**src/rtl/servo_pwm_slew.sv**
```systemverilog
// Hobby-servo PWM generator with per-frame slew limiting.
// One-entry target holding register with valid/ready handshake.
module servo_pwm_slew #(
  parameter int unsigned PERIOD_TICKS = 20000,
  parameter int unsigned PW_MIN       = 1000,
  parameter int unsigned PW_STEP      = 4,
  parameter int unsigned SLEW         = 2,
  parameter int unsigned POS_INIT     = 128
) (
  input  logic       clk,
  input  logic       rst_n,
  input  logic       tick,
  input  logic [7:0] tgt_data,
  input  logic       tgt_valid,
  output logic       tgt_ready,
  output logic       pwm,
  output logic       frame_start,
  output logic       busy
);

  localparam int unsigned CW = (PERIOD_TICKS > 1) ? $clog2(PERIOD_TICKS) : 1;
  localparam logic [CW-1:0] LAST   = CW'(PERIOD_TICKS - 1);
  localparam logic [7:0]    POS0   = 8'(POS_INIT);
  localparam logic [15:0]   PWMIN  = 16'(PW_MIN);
  localparam logic [15:0]   PWSTEP = 16'(PW_STEP);
  localparam logic [15:0]   PW0    = 16'(PW_MIN + POS_INIT * PW_STEP);
  localparam logic [8:0]    SLEW9  = 9'(SLEW);

  logic [CW-1:0] cnt_q;
  logic [CW-1:0] cnt_inc;
  logic [7:0]    pos_q;
  logic [7:0]    pos_d;
  logic [7:0]    tgt_q;
  logic [7:0]    pend_q;
  logic          pend_v_q;
  logic [15:0]   pw_q;
  logic [15:0]   pw_d;
  logic          pwm_q;
  logic          fs_q;
  logic          boundary;
  logic [8:0]    diff;
  logic [7:0]    step;

  assign boundary    = tick & (cnt_q == LAST);
  assign cnt_inc     = cnt_q + 1'b1;
  assign tgt_ready   = ~pend_v_q;
  assign busy        = pend_v_q | (pos_q != tgt_q);
  assign pwm         = pwm_q;
  assign frame_start = fs_q;

  // Slew-limited next position toward the active target, no overshoot.
  always_comb begin
    diff  = 9'd0;
    step  = 8'd0;
    pos_d = pos_q;
    if (tgt_q > pos_q) begin
      diff  = {1'b0, tgt_q} - {1'b0, pos_q};
      step  = (diff < SLEW9) ? diff[7:0] : SLEW9[7:0];
      pos_d = pos_q + step;
    end else if (tgt_q < pos_q) begin
      diff  = {1'b0, pos_q} - {1'b0, tgt_q};
      step  = (diff < SLEW9) ? diff[7:0] : SLEW9[7:0];
      pos_d = pos_q - step;
    end
    pw_d = PWMIN + 16'(pos_d) * PWSTEP;
  end

  // Holding register: accept when empty, hand over to target on boundary.
  always_ff @(posedge clk or negedge rst_n) begin
    if (!rst_n) begin
      pend_q   <= 8'd0;
      pend_v_q <= 1'b0;
      tgt_q    <= POS0;
    end else if (boundary && pend_v_q) begin
      tgt_q    <= pend_q;
      pend_v_q <= 1'b0;
    end else if (tgt_valid && !pend_v_q) begin
      pend_q   <= tgt_data;
      pend_v_q <= 1'b1;
    end
  end

  // Frame counter, slew step and registered pulse output.
  always_ff @(posedge clk or negedge rst_n) begin
    if (!rst_n) begin
      cnt_q <= LAST;
      pos_q <= POS0;
      pw_q  <= PW0;
      pwm_q <= 1'b0;
      fs_q  <= 1'b0;
    end else begin
      fs_q <= 1'b0;
      if (boundary) begin
        cnt_q <= '0;
        pos_q <= pos_d;
        pw_q  <= pw_d;
        pwm_q <= 1'b1;
        fs_q  <= 1'b1;
      end else if (tick) begin
        cnt_q <= cnt_inc;
        pwm_q <= (16'(cnt_inc) < pw_q);
      end
    end
  end

endmodule

```
**config.mk**
```make
export PLATFORM = sky130hd
export DESIGN_NAME = servo_pwm_slew
export DESIGN_NICKNAME = d
export VERILOG_FILES = /design/src/rtl/servo_pwm_slew.sv
export SDC_FILE = /design/constraint.sdc
export NUM_CORES = 1
export LEC_CHECK = 0
export BUFFER_PORTS_ARGS = -buffer_cell sky130_fd_sc_hd__buf_2
export CAP_MARGIN = 0
export CORE_UTILIZATION = 35
export DETAILED_ROUTE_END_ITERATION = 10
export HOLD_SLACK_MARGIN = 0.1
export REMOVE_ABC_BUFFERS = 1
export SLEW_MARGIN = 15
export SYNTH_ARGS = -nofsm -noshare
export SYNTH_HDL_FRONTEND = slang
export SYNTH_SLANG_ARGS = --single-unit
```
**constraint.sdc**
```tcl
create_clock -name clk -period 5.32 [get_ports clk]
set_input_delay 0.266 -clock clk [delete_from_list [all_inputs] [get_ports clk]]
set_output_delay 0.266 -clock clk [all_outputs]
set_load 0.01 [all_outputs]
```
==> impl.org <==
** Outcome
- The run finished with clean final reports.

** Min path
- The min-delay analysis places its worst path in the category in2async.

** Global routing
- Entering global routing, the biggest net connects 51 pins.
- Global-route wire length before repair :: 16.68 mm
- Sum of overflow across all layers after global routing :: 0
- Via count of the first global-routing pass :: 3449
- The initial antenna violation count came to 0.
- Overall fraction of global-route tracks in use :: 17.92%

** Synthesis
- Number of synthesized flops with an enable pin :: 0
- Area fraction of the dominant cell type after synthesis :: 20.33%
- After synthesis, the netlist uses 65 different library cells.
- Seq cells post-synth :: 50
- Dividing the synthesized area by the synthesized cell count gives 8.737 um^2.
- Cell type with the largest total area after synthesis :: sky130_fd_sc_hd__dfrtp_1
- Synth async-reset ratio :: 100.0%
- Warnings from Yosys :: 0
- Leading post-synthesis cells by cell area :: sky130_fd_sc_hd__dfrtp_1, sky130_fd_sc_hd__ha_1, sky130_fd_sc_hd__dfstp_2
- Sequential elements use 31.32% of the synthesized area.
- In the synthesized netlist, the number of instances is 465.
- Post-Syn Area :: 0.004063 mm^2
- Among all flip-flop cells after synthesis, the most frequent one is sky130_fd_sc_hd__dfrtp_1.

** Final layout
- Area growth from synthesis to final layout :: 10.50%
- Commonest cells after routing, fill and taps aside :: sky130_fd_sc_hd__nand2_1, sky130_fd_sc_hd__inv_1, sky130_fd_sc_hd__ha_1
- Commonest non-fill, non-tap cell in the layout :: sky130_fd_sc_hd__nand2_1
- Fill cells in the final layout number 1103.
- Cells fill 40.52% of the core in the end.
- Post-route non-filler standard cell count :: 628
- Area of all sequential standard cells :: 0.001274 mm^2
- In the final layout, the multi-input gates occupy 0.002608 mm^2.
- Count of inserted antenna diode cells :: 0
- Nets :: 541
- The post-route netlist has 16.39% of its cells at a drive strength greater than 1.

** Power and ir drop
- For this design the static power due to leakage is 1.984 nW.
- Across the VDD grid, the largest voltage drop is 0.0002107 V.
- For this design the ratio of total power to cell area is 226.2 mW/mm^2.

** Floorplanning
- The initialized floorplan defines 38 standard-cell rows.
- Measured along the x axis, the die boundary spans 109.7 um.
- 16 I/O pins were placed.
- Floorplan core area :: 0.01108 mm^2
- The die covers 0.01204 mm^2.
- Once the floorplan was initialized, standard cells occupied 36.67% of the core.
- Height of the die :: 109.7 um

** Timing
- The final hold violation count came to 0.
- In the final timing run, aggregate negative setup slack is 0 ns.
- The worst path uses 92.50% of the clock period.
- In this run the tightest slew margin relative to its limit is 45.41%.
- The routed design could run at a clock period as short as 4.921 ns.
- Final setup skew :: 0.005814 ns
- Worst Hold Margin :: 0.08570 ns
- For the pin with the worst max-slew slack, the measured transition is 0.8139 ns.
- Achievable frequency :: 203.2 MHz
- Unrepaired setup endpoints after global routing :: no
- Count of final setup violators :: 0
- Setup slack of the critical path after layout :: 0.3991 ns
- The count of final max-slew check failures was 0.

** Clocking
- Worst-case clock buffer depth :: 2
- Cts-stage hold buffer count :: 0
- The later pin in the worst-skew pair is clocked with a latency of 0.29 ns.
- Once the clock tree was built, the setup fixing pass inserted 0 buffers.
- In this run the clock root is driven by a sky130_fd_sc_hd__clkbuf_16.
- Counting the buffers created by CTS gives 5.
- The H-tree was split into 2 levels.
- Reg clk slew, reported paths :: 0.07 ns
- Count of clock tree sinks :: 50
- TritonCTS built the clock tree.

** Placement
- Summed over all nets, the half-perimeter wirelength after detailed placement is 7.289 mm.
- The number of placed instances, taps included, is 620.
- PortBufs :: 15
- At the end of routability-driven placement, the weighted congestion stood at 0.8815.
- Placement-stage worst setup slack :: 0.3424 ns

** Drt
- The detail route stage leaves a number of antenna-violating nets equal to 0.
- Wires add up to 9.648 mm.
- Pre-antenna DRT Iters :: 4
- Residual DRC count :: 0
- Number of design-rule violations left by the first detailed-router iteration :: 211
- Across all layers, the routed design uses 3428 vias.
- After detailed routing, the average wire length per cell comes to 15.36 um.
- Dividing the detail-routed via count by the number of cells gives 5.459.

** Critical path
- At the worst endpoint, the arrival time is 5.12 ns.
- For the worst setup path, the data required time is 5.52 ns.
- By startpoint and endpoint, the worst setup path is classified as reg2reg.
- Highest fanout seen on the critical path :: 13
- Nature of the critical path endpoint :: flip-flop
- Across all register-to-register paths, the minimum setup slack is 0.40 ns.
- CP Launch Type :: flip-flop

** Job
- Max-cap violations in this run came to 0.
-- critical path: stages (launching register included) --
cell	delay (ns)
sky130_fd_sc_hd__dfrtp_1	0.43
sky130_fd_sc_hd__inv_1	0.09
sky130_fd_sc_hd__ha_2	0.38
sky130_fd_sc_hd__a21o_1	0.21
sky130_fd_sc_hd__o21a_1	0.20
sky130_fd_sc_hd__or4_1	0.50
sky130_fd_sc_hd__a221oi_1	0.33
sky130_fd_sc_hd__nand2_1	0.20
sky130_fd_sc_hd__fa_1	0.47
sky130_fd_sc_hd__a21o_1	0.18
sky130_fd_sc_hd__a21oi_1	0.23
sky130_fd_sc_hd__o21bai_1	0.10
sky130_fd_sc_hd__a21oi_1	0.18
sky130_fd_sc_hd__xnor2_1	0.10
sky130_fd_sc_hd__mux2_2	0.26
sky130_fd_sc_hd__a21oi_1	0.24
sky130_fd_sc_hd__nand2_1	0.10
sky130_fd_sc_hd__or4_1	0.48
sky130_fd_sc_hd__a31oi_1	0.17
-- cell usage after synthesis, types with 5 or more instances --
cell / number
sky130_fd_sc_hd__nand2_1: 53
sky130_fd_sc_hd__ha_1: 38
sky130_fd_sc_hd__inv_1: 38
sky130_fd_sc_hd__dfrtp_1: 33
sky130_fd_sc_hd__o21ai_0: 32
sky130_fd_sc_hd__a21oi_1: 25
sky130_fd_sc_hd__nor2_1: 20
sky130_fd_sc_hd__xnor2_1: 19
sky130_fd_sc_hd__mux2_2: 18
sky130_fd_sc_hd__dfstp_2: 17
sky130_fd_sc_hd__nand3_1: 16
sky130_fd_sc_hd__xor2_1: 15
sky130_fd_sc_hd__and3_1: 12
sky130_fd_sc_hd__clkbuf_1: 10
sky130_fd_sc_hd__a21o_1: 9
sky130_fd_sc_hd__nor3_1: 9
sky130_fd_sc_hd__o21a_1: 9
sky130_fd_sc_hd__nand2b_1: 5
sky130_fd_sc_hd__o31ai_1: 5
-- power breakdown --
group          internal (W)  switching, W
Clock              0.000189      0.000149
Combinational      0.000103     0.0000975
Sequential         0.000434     0.0000426
-- final cells by class --
| cell class | count | share of cell area [%] |
|---|---|---|
| Multi-Input combinational cell | 368 | 58.08 |
| Sequential cell | 50 | 28.37 |
| Tap cell | 140 | 3.902 |
| Inverter | 40 | 3.344 |
| Clock buffer | 6 | 3.094 |
| Timing Repair Buffer | 22 | 2.843 |
| Clock inverter | 2 | 0.3623 |
-- state kept, by name (all words and copies together), names as in the netlist, named ones only --
| register | cells |
|---|---|
| pend_v_q | 1 |
| pwm | 1 |
| pos_q | 7 |
| cnt_q | 15 |
| pw_q | 8 |
| frame_start | 1 |
| tgt_q | 8 |
| pend_q | 8 |
-- cell families (layout without fill, tap and decap cells) --
| group | count (synthesis) | after routing | synth area share [%] |
|---|---|---|---|
| simple gates | 142 | 142 | 17.12 |
| compound gates | 121 | 121 | 19.77 |
| buf+inv | 55 | 70 | 5.359 |
| flops | 50 | 50 | 31.32 |
| fa+ha+maj | 42 | 42 | 13.67 |
| xor+xnor | 34 | 34 | 7.330 |
| mux | 19 | 19 | 5.236 |
| other cells | 2 | 10 | 0.1849 |
-- layer usage --
metal	global-route usage (%)	vias to the layer above	wire length (um)
met2	29.07	92	4416
met4	6.000	0	207
met1	24.04	1642	4496
met5	0	-	0
met3	3.142	16	526
li1	-	1678	-
-- path summary, 6_finish.rpt --
check | start | end | depth (start not counted)
setup / recovery | pos_q[5]$_DFFE_PN0P_ | pw_q[9]$_DFFE_PN0P_ | 18
hold / removal | rst_n | pwm$_DFFE_PN0P_ | 2
setup reg to reg | pos_q[5]$_DFFE_PN0P_ | pw_q[9]$_DFFE_PN0P_ | 18
hold reg to reg | pw_q[7]$_DFFE_PN1P_ | pw_q[7]$_DFFE_PN1P_ | 2
max in group asynchronous | rst_n | pos_q[1]$_DFFE_PN0P_ | 2
min in group clk | tgt_valid | pend_v_q$_DFFE_PN0P_ | 2
-- per-stage QoR --
| stage | total power (W) | area [um^2] |
|---|---|---|
| global route | 0.001081 | 4489 |
| global placement | 0.0006791 | 4328 |
| finish | 0.001016 | 4489 |
| CTS | 0.001028 | 4483 |
| detailed placement | 0.0006833 | 4328 |
| floorplan | 0.0006287 | 4025 |
-- what timing repair did --
action / CTS / global route
resized for setup: 0 / 3
endpoints found under the setup margin: 0 / 1
endpoints found under the hold margin: 0 / 0
Power figures use the tool's default switching activity.
